===== src/rtl/key_event_encoder_pkg.sv =====
// Shared event format for the key event path: {key, press, ts} packed MSB to LSB.
package key_event_encoder_pkg;

    localparam int unsigned N_KEYS_DEF     = 4;
    localparam int unsigned KEY_W_DEF      = 2;
    localparam int unsigned TS_W_DEF       = 16;
    localparam int unsigned FIFO_DEPTH_DEF = 8;

    localparam int unsigned EV_W         = KEY_W_DEF + 1 + TS_W_DEF;
    localparam int unsigned EV_TS_LSB    = 0;
    localparam int unsigned EV_PRESS_BIT = TS_W_DEF;
    localparam int unsigned EV_KEY_LSB   = TS_W_DEF + 1;

    typedef struct packed {
        logic [KEY_W_DEF-1:0] key;
        logic                 press;
        logic [TS_W_DEF-1:0]  ts;
    } key_event_t;

endpackage


===== src/rtl/key_event_fifo.sv =====
// Synchronous first-word fall-through FIFO; pointers carry an extra MSB to tell full from empty.
module key_event_fifo #(
    parameter int unsigned W     = 19,
    parameter int unsigned DEPTH = 8
) (
    input  logic                     clk,
    input  logic                     rst,
    input  logic                     push_i,
    input  logic [W-1:0]             wr_data_i,
    input  logic                     pop_i,
    output logic [W-1:0]             rd_data_o,
    output logic                     full_o,
    output logic                     empty_o,
    output logic [$clog2(DEPTH):0]   count_o
);

    localparam int unsigned AW = $clog2(DEPTH);

    logic [W-1:0] mem_q [DEPTH];
    logic [AW:0]  wr_ptr_q;
    logic [AW:0]  rd_ptr_q;
    logic         do_push;
    logic         do_pop;

    assign count_o   = wr_ptr_q - rd_ptr_q;
    assign full_o    = (count_o == (AW+1)'(DEPTH));
    assign empty_o   = (count_o == '0);
    assign rd_data_o = mem_q[rd_ptr_q[AW-1:0]];

    // A full FIFO still accepts a push when the head leaves in the same cycle.
    assign do_pop  = pop_i && !empty_o;
    assign do_push = push_i && (!full_o || do_pop);

    always_ff @(posedge clk) begin
        if (rst) begin
            wr_ptr_q <= '0;
            rd_ptr_q <= '0;
        end else begin
            if (do_push) wr_ptr_q <= wr_ptr_q + 1'b1;
            if (do_pop)  rd_ptr_q <= rd_ptr_q + 1'b1;
        end
    end

    always_ff @(posedge clk) begin
        if (do_push && !rst) mem_q[wr_ptr_q[AW-1:0]] <= wr_data_i;
    end

endmodule


===== src/rtl/key_event_encoder.sv =====
// Turns debounced key levels into timestamped press/release events queued toward the judge.
module key_event_encoder
    import key_event_encoder_pkg::*;
#(
    parameter int unsigned N_KEYS     = N_KEYS_DEF,
    parameter int unsigned KEY_W      = KEY_W_DEF,
    parameter int unsigned TS_W       = TS_W_DEF,
    parameter int unsigned FIFO_DEPTH = FIFO_DEPTH_DEF
) (
    input  logic                          clk,
    input  logic                          rst,
    input  logic [N_KEYS-1:0]             key_lvl,
    input  logic                          tick,
    input  logic                          ts_clr,
    output logic                          ev_valid,
    input  logic                          ev_ready,
    output logic [KEY_W-1:0]              ev_key,
    output logic                          ev_press,
    output logic [TS_W-1:0]               ev_ts,
    output logic [$clog2(FIFO_DEPTH):0]   ev_count,
    output logic                          ovf
);

    localparam int unsigned EW = KEY_W + 1 + TS_W;

    logic [TS_W-1:0]   ts_q, ts_d;
    logic [N_KEYS-1:0] prev_q;
    logic [N_KEYS-1:0] pend_vld_q, pend_vld_d;
    logic [N_KEYS-1:0] pend_press_q, pend_press_d;
    logic [TS_W-1:0]   pend_ts_q [N_KEYS];
    logic [TS_W-1:0]   pend_ts_d [N_KEYS];
    logic              ovf_q, ovf_d;

    logic [N_KEYS-1:0] edges;
    logic              found;
    logic [KEY_W-1:0]  sel;
    logic              sel_press;
    logic [TS_W-1:0]   sel_ts;
    logic              push;
    logic              pop;
    logic [EW-1:0]     head;
    logic              fifo_full;
    logic              fifo_empty;

    assign edges = key_lvl ^ prev_q;
    assign pop   = !fifo_empty && ev_ready;

    always_comb begin
        found     = 1'b0;
        sel       = '0;
        sel_press = 1'b0;
        sel_ts    = '0;
        for (int unsigned i = 0; i < N_KEYS; i++) begin
            if (!found && pend_vld_q[i]) begin
                found     = 1'b1;
                sel       = KEY_W'(i);
                sel_press = pend_press_q[i];
                sel_ts    = pend_ts_q[i];
            end
        end
        push = found && (!fifo_full || pop);
    end

    // A slot drained this cycle can take a new edge without it counting as a collision.
    always_comb begin
        pend_vld_d   = pend_vld_q;
        pend_press_d = pend_press_q;
        pend_ts_d    = pend_ts_q;
        ovf_d        = ovf_q;
        for (int unsigned i = 0; i < N_KEYS; i++) begin
            if (edges[i]) begin
                if (pend_vld_q[i] && !(push && sel == KEY_W'(i))) ovf_d = 1'b1;
                pend_vld_d[i]   = 1'b1;
                pend_press_d[i] = key_lvl[i];
                pend_ts_d[i]    = ts_q;
            end else if (push && sel == KEY_W'(i)) begin
                pend_vld_d[i] = 1'b0;
            end
        end
    end

    always_comb begin
        ts_d = ts_q;
        if (ts_clr)    ts_d = '0;
        else if (tick) ts_d = ts_q + 1'b1;
    end

    always_ff @(posedge clk) begin
        prev_q <= key_lvl;
        if (rst) begin
            ts_q         <= '0;
            pend_vld_q   <= '0;
            pend_press_q <= '0;
            ovf_q        <= 1'b0;
            for (int unsigned i = 0; i < N_KEYS; i++) pend_ts_q[i] <= '0;
        end else begin
            ts_q         <= ts_d;
            pend_vld_q   <= pend_vld_d;
            pend_press_q <= pend_press_d;
            pend_ts_q    <= pend_ts_d;
            ovf_q        <= ovf_d;
        end
    end

    key_event_fifo #(
        .W     (EW),
        .DEPTH (FIFO_DEPTH)
    ) u_fifo (
        .clk       (clk),
        .rst       (rst),
        .push_i    (push),
        .wr_data_i ({sel, sel_press, sel_ts}),
        .pop_i     (pop),
        .rd_data_o (head),
        .full_o    (fifo_full),
        .empty_o   (fifo_empty),
        .count_o   (ev_count)
    );

    assign ev_valid = !fifo_empty;
    assign ev_key   = ev_valid ? head[EW-1 -: KEY_W] : '0;
    assign ev_press = ev_valid ? head[TS_W]          : 1'b0;
    assign ev_ts    = ev_valid ? head[TS_W-1:0]      : '0;
    assign ovf      = ovf_q;

endmodule

===== config.mk =====
export PLATFORM = sky130hd
export DESIGN_NAME = key_event_encoder
export DESIGN_NICKNAME = d
export VERILOG_FILES = /design/src/rtl/key_event_encoder_pkg.sv /design/src/rtl/key_event_fifo.sv /design/src/rtl/key_event_encoder.sv
export SDC_FILE = /design/constraint.sdc
export NUM_CORES = 1
export LEC_CHECK = 0
export ABC_CLOCK_PERIOD_IN_PS = 3000
export CORE_MARGIN = 4
export CORE_UTILIZATION = 55
export CTS_CLUSTER_SIZE = 28
export DETAILED_ROUTE_END_ITERATION = 7
export GPL_TIMING_DRIVEN = 0
export HOLD_SLACK_MARGIN = 0.12
export PLACE_DENSITY = 0.73
export SLEW_MARGIN = 0
export SYNTH_ARGS = -nofsm -noshare
export SYNTH_HDL_FRONTEND = slang
export SYNTH_SLANG_ARGS = --single-unit

===== constraint.sdc =====
create_clock -name clk -period 3 [get_ports clk]
set_input_delay 0.3 -clock clk [delete_from_list [all_inputs] [get_ports clk]]
set_output_delay 0.3 -clock clk [all_outputs]
set_load 0.03 [all_outputs]

Word level (Yosys, flattened, before mapping)
Memory sizes are Yosys's and may differ from the RTL's. A register that Yosys moved wholly into a read port is not among the register bits.
Cells that the tools add are included.
Cells by class
  $mul: 0
  multiplexer cells: 38
  reductions and logical operators: 35
  equality and inequality tests: 4
  bitwise logic cells: 1
  magnitude comparators: 0
  divide/modulo/power cells: 0
  shifts and indexed selects: 0
  add/sub/neg operators: 4
Operators with widths (number)
  $mux W16: 5
  $mux W1: 28
  $add A16 B1 Y16 const B: 1
  $logic_and A1 B1 Y1: 16
  $logic_not A1 Y1: 10
  $add A4 B1 Y4 const B: 2
  $reduce_bool A2 Y1: 4
  $mux W2: 3
  $mux W3: 2
  $eq A2 B2 Y1 const B: 2
  $eq A4 B4 Y1 const B: 1
  $logic_not A4 Y1: 1
  $sub A4 B4 Y4: 1
  $xor A4 B4 Y4: 1
  $eq A2 B1 Y1 const B: 1
  $logic_not A2 Y1: 1
  $logic_or A1 B1 Y1: 2
  $reduce_or A2 Y1: 1
Word-level totals
  bits in latches: 0
  memories: 1
  bits in writable memories: 152
  memory bits (read-only): 0
  bits in registers: 101
  input port bits: 9
  output and inout bits: 25
Memory list
  u_fifo.mem_q: depth 8, bits a word 19, read ports 1, clocked after memory_dff 1, wr ports 1, line key_event_fifo.sv:19  | logic [W-1:0] mem_q [DEPTH];

Depth between registers and ports, before layout
Gate-level depths: netlist (run 1).
  depth after elaboration: 22
  mapped depth: 10
  gate-level depth less buffers: 8

Cells and area by module
A second synthesis (run 1) with hierarchy kept.
Unflattened totals
  cell total of the unflattened synthesis: 832
  area total of the unflattened synthesis: 10503.8 um^2
By module, submodules not included
  key_event_fifo: area an instance 6371.1 um^2, cells an instance 300, instances 1
  key_event_encoder: area an instance 4132.7 um^2, cells an instance 532, instances 1

Least setup slack after synthesis (run 1)
Ideal clock, no wire load.
  path type: register to register
  from: register u_fifo.wr_ptr_q[0]
  to: memory u_fifo.mem_q[3][0] (enable)
  required time: 2.605 ns
  arrival: 3.065 ns
  path buffers: 2
  library setup time: 0.395 ns
  cell stages (with the launch flop): 11
  setup slack: -0.460 ns
  cells stage by stage: dfxtp_1 clkbuf_1 inv_1 ha_1 inv_1 fa_1 xor2_1 or3_1 buf_2 a21oi_2 nor2_1
Between the ends
  longest elaborated chain between the ends: 10
  elaborated cells between the ends (all ways): 14
Ends and longest elaborated chain
  start: declaration: line key_event_fifo.sv:20  | logic [AW:0] wr_ptr_q;
  start signal: assignment: line key_event_fifo.sv:39  | if (do_push) wr_ptr_q <= wr_ptr_q + 1'b1;
  $sub A4 B4 Y4 *: line key_event_fifo.sv:25  | assign count_o = wr_ptr_q - rd_ptr_q;
  named net ev_count[2]: line key_event_encoder.sv:20  | output logic [$clog2(FIFO_DEPTH):0] ev_count,
  $logic_not A4 Y1: line key_event_fifo.sv:27  | assign empty_o = (count_o == '0);
  $logic_not A1 Y1: line key_event_fifo.sv:31, key_event_encoder.sv:46
  $logic_and A1 B1 Y1: line key_event_encoder.sv:46  | assign pop = !fifo_empty && ev_ready;
  $logic_or A1 B1 Y1 / $logic_and A1 B1 Y1 (equally long branches): line key_event_encoder.sv:61, key_event_fifo.sv:31
  $logic_and A1 B1 Y1 / $logic_or A1 B1 Y1 (equally long branches): line key_event_encoder.sv:61, key_event_fifo.sv:32
  $logic_and A1 B1 Y1 *: line key_event_fifo.sv:32  | assign do_push = push_i && (!full_o || do_pop);
  $logic_and A1 B1 Y1 *: line key_event_fifo.sv:45  | if (do_push && !rst) mem_q[wr_ptr_q[AW-1:0]] <= wr_data_i;
  $mux W1 *: line key_event_fifo.sv:45
  $mux W1 (not written as such) *: line key_event_fifo.sv:45
  end: declaration: line key_event_fifo.sv:19
Mark *: on every way through the listed nets, which the timed path passes. The rest lies on a longest branch.

Worst setup path in the final report (run 1)
  from: register u_fifo.rd_ptr_q[1]
  to: output ev_ts[12]
Between the ends
  longest elaborated chain between the ends: 3
Ends and longest elaborated chain
  start: declaration: line key_event_fifo.sv:21  | logic [AW:0] rd_ptr_q;
  start signal: assignment: line key_event_fifo.sv:40  | if (do_pop) rd_ptr_q <= rd_ptr_q + 1'b1;
  $sub A4 B4 Y4: line key_event_fifo.sv:25
  $logic_not A4 Y1: line key_event_fifo.sv:27
  $mux W16: line key_event_encoder.sv:123  | assign ev_ts = ev_valid ? head[TS_W-1:0] : '0;
  end: declaration: line key_event_encoder.sv:19  | output logic [TS_W-1:0] ev_ts,
No other way between the ends.

==> reports/qor.yml, run 1 <==
outcome:
  status: "finished clean"
synth:
  yosys.cell_types.count: 58
  ys_ff_latch: 256
  syn-instance-count: 842
  synth_warnings: 0
  synthArstFlopShare_pct: 0
  synth_common_cells: "edfxtp_1 (152), nand2_1 (144), dfxtp_1 (104)"
  seq_area_frac_synth_pct: 63.3
  synth_top_family_by_area: "simple AND/OR/NAND/NOR gates"
  synth-simple-area-share_pct: 11.7
  yosysTopAreaCell: "edfxtp_1"
  synth-compound-area-share_pct: 9.15
  synth_edf_count: 152
  syn_nets: 858
  synth_xor_xnor_area_share_pct: 1.67
  synth_area_um2: 10500
  syn_area_per_cell_um2: 12.5
  netlist.area_leader.share_pct: 43.5
  synthFlopType: "edfxtp_1"
  synth_most_common_cell: "edfxtp_1"
  synth_fa_ha_area_share_pct: 0.906
  synth_mux_area_share_pct: 10.5
  synth.area.top_cells: "edfxtp_1 (43%), dfxtp_1 (20%), mux4_2 (8.1%)"
global_routing:
  grt_max_degree: 20
  antenna_found_initial: 0
  grt_pass1_wl_mm: 36.8
  grt_overflow: 0
  track_usage_pct: 21.4
  first_global_vias: 6896
timing:
  min_period_ns: 3.00
  fmax_ghz: 0.334
  grt_setup_unrepaired: "true"
  worst_slack_ns: 0.00283
  slew_headroom_pct: 40.6
  tightest_slew_ns: 0.891
  finalMaxSlewViolations: 0
  setup_viol: 0
  fin_crit_sh_pct: 99.9
  hold_viol: 0
  skew_ns: 0.0132
hold_path:
  min_from: "key_lvl[1]"
  hp-class: "input pin to register"
final_layout:
  seq_area_um2: 6660
  stdcell_area_um2: 12500
  syn_to_final_growth_pct: 19.1
  layout-drive-gt1-share_pct: 20.1
  diodes: 0
  multi_input_comb_area_um2: 3710
  fillers: 1337
  nets: 938
floorplanning:
  dieArea_um2: 21400
  io_pins: 34
  core_um2: 18800
  die_width_um: 146
  fp-row-count: 50
  die_h_um: 146
  start_util_pct: 56.0
power:
  p_comb_share_pct: 38.1
  switchingPower_uw: 4130
  vdd_drop_max_mv: 0.715
  p_sw_share_pct: 33.5
  cellPowerDensity_nw_per_um2: 986
  seq_power_share_pct: 33.6
  p_leak_uw: 0.00409
  p_clk_share_pct: 28.3
  p_int_uw: 8200
flow_run:
  cap_violations: 0
routing:
  drc: 0
  routedWlPerCell_um: 19.7
  vias_per_cell: 5.87
  vias: 6905
  ant_nets: 0
  first_pass_iters: 5
  drt_iter0_markers: 552
  wl_mm: 23.1
worst_setup_path:
  cp-startpoint: "u_fifo.rd_ptr_q[1]"
  crit_required_ns: 2.70
  worstReg2RegStart: "u_fifo.wr_ptr_q[0]"
  path_cells: "inv_4 -> ha_4 -> and3b_1 -> or3_1 -> buf_6 -> and3_4 -> buf_12 -> buf_4 -> nor2_4 -> buf_6"
  cp_slowest_cell: "dfxtp_4"
  crit_top_cell: "buf_6"
  end_kind: "output pin"
  cp.arrival_ns: 2.70
  startpoint_type: "register"
  max_stage_delay_ns: 0.38
  path_max_fanout: 5
  crit_type: "register to output pin"
clocking:
  htreeDepth: 1
  clock-root-buffer: "clkbuf_16"
  cts_tree: "yes"
  clk_latency_ns: 0.53
  cts_buffers: 26
  clk_path_buf_depth: 3
  cts_sinks: 256
  clk_pin_slew_ns: 0.06
place:
  dp_slack_ns: -0.576
  post_dp_cell_area_um2: 11200
  dpl.hpwl_mm: 14.3
  port_buffers: 32
  place.gp.congestion: 0.845
## path summary, 6_finish.rpt
check                           cells after the start  slack (ns)            endpoint
worst min register to register                      2        0.45       pend_ts_q[55]
worst max-delay path                               10       0.003           ev_ts[12]
worst min-delay path                                1        0.36           prev_q[1]
worst max register to register                     11        0.10  u_fifo.mem_q[7][8]
## final cells by class
class / instances / area share (%)
clock buffer: 34 / 6.35
tap: 234 / 2.34
sequential: 256 / 53.3
timing repair buffer: 53 / 4.36
buffer: 56 / 2.26
inverter: 13 / 0.430
clock inverter: 14 / 1.28
multi-input combinational: 516 / 29.7
## cells by family after synthesis
group | count (synthesis)
flip-flops | 256
buffers and inverters | 70
AND/OR/NAND/NOR | 279
multiplexers | 62
adder cells (fa/ha/maj) | 7
XOR/XNOR | 20
AO/OA/AOI/OAI | 148
## layer usage
layer / global-route usage, % / routed length [µm]
met1: 30.0 / 10200
met2: 36.4 / 11400
met3: 2.61 / 1120
met4: 5.03 / 356
met5: 0 / 0
## critical path, delay by kind of cell, from the launching register on
kind | cells | cell delay, ns
and+or+nand+nor | 4 | 0.93
DFF | 1 | 0.38
buffers and inverters | 5 | 0.62
adders and majority gates | 1 | 0.23
## power by group through the flow
| stage | combinational (µW) | clock, µW | sequential [µW] |
|---|---|---|---|
| 3_3_place_gp | 3950 | 0 | 4180 |
| 3_5_place_dp | 3990 | 0 | 4190 |
| 6_report | 4700 | 3490 | 4140 |
| 2_1_floorplan | 2680 | 0 | 4150 |
| 4_1_cts | 4610 | 3530 | 4130 |
| 5_1_grt | 5020 | 3670 | 4160 |
## registers in the layout (all words and copies together), names as in the netlist, named ones only
name / count
pend_ts_q: 64
prev_q: 4
ovf: 1
u_fifo.mem_q: 152
pend_vld_q: 4
pend_press_q: 4
ts_q: 16
u_fifo.rd_ptr_q: 4
u_fifo.wr_ptr_q: 4
## placed cells by master (no fill, tap or decap), types with 5 or more instances in the layout
cell / synthesis / routed
clkbuf_1: 28 / 24
or3_1: 5 / 5
clkbuf_8: 0 / 5
buf_2: 17 / 22
inv_1: 13 / 10
a221o_1: 17 / 17
nand2b_1: 7 / 6
buf_4: 1 / 19
clkdlybuf4s50_1: 0 / 10
xnor2_1: 8 / 8
clkinv_2: 0 / 5
o21ai_0: 8 / 7
mux2i_1: 21 / 21
nand3_1: 18 / 18
nor2_1: 67 / 54
a21oi_1: 82 / 82
buf_1: 10 / 10
dfxtp_1: 104 / 98
xor2_1: 12 / 11
nor2_4: 0 / 11
mux4_2: 38 / 38
buf_6: 1 / 6
nand2_1: 144 / 144
edfxtp_1: 152 / 152
a22oi_1: 17 / 17
buf_12: 0 / 8
nand4_1: 7 / 7
clkbuf_16: 0 / 29
## stage by stage
stage               power [µW]  hold WS, ns  instances  setup TNS (ns)  utilization (%)
floorplan                 6830        0.328        842               0                -
global placement          8130        0.438       1108          -76.83             59.4
detailed placement        8180        0.445       1108          -80.96             59.4
CTS                      12300        0.352       1170         -0.0773             66.1
global route             12900        0.371       1176          -0.183             66.6
finish                   12300        0.360       1176               0             66.6
## what timing repair did
action	in CTS	in global routing
pin swaps	10	4
buffers inserted	11	7
hold endpoints to repair	2	0
cloned	2	0
endpoints found under the setup margin	174	116
hold buffers	1	0
gates resized for setup	158	18
Note: power is estimated with default switching activity, not from simulation.
==> run 2, diff against run 1 <==
--- a/config.mk
+++ b/config.mk
@@ -5,7 +5,7 @@
 export SDC_FILE = /design/constraint.sdc
 export NUM_CORES = 1
 export LEC_CHECK = 0
-export ABC_CLOCK_PERIOD_IN_PS = 3000
+export ABC_AREA = 0
 export CORE_MARGIN = 4
 export CORE_UTILIZATION = 55
 export CTS_CLUSTER_SIZE = 28
==> results of run 2 <==
The final DEF is identical to that of run 1; final timing and power are the same.
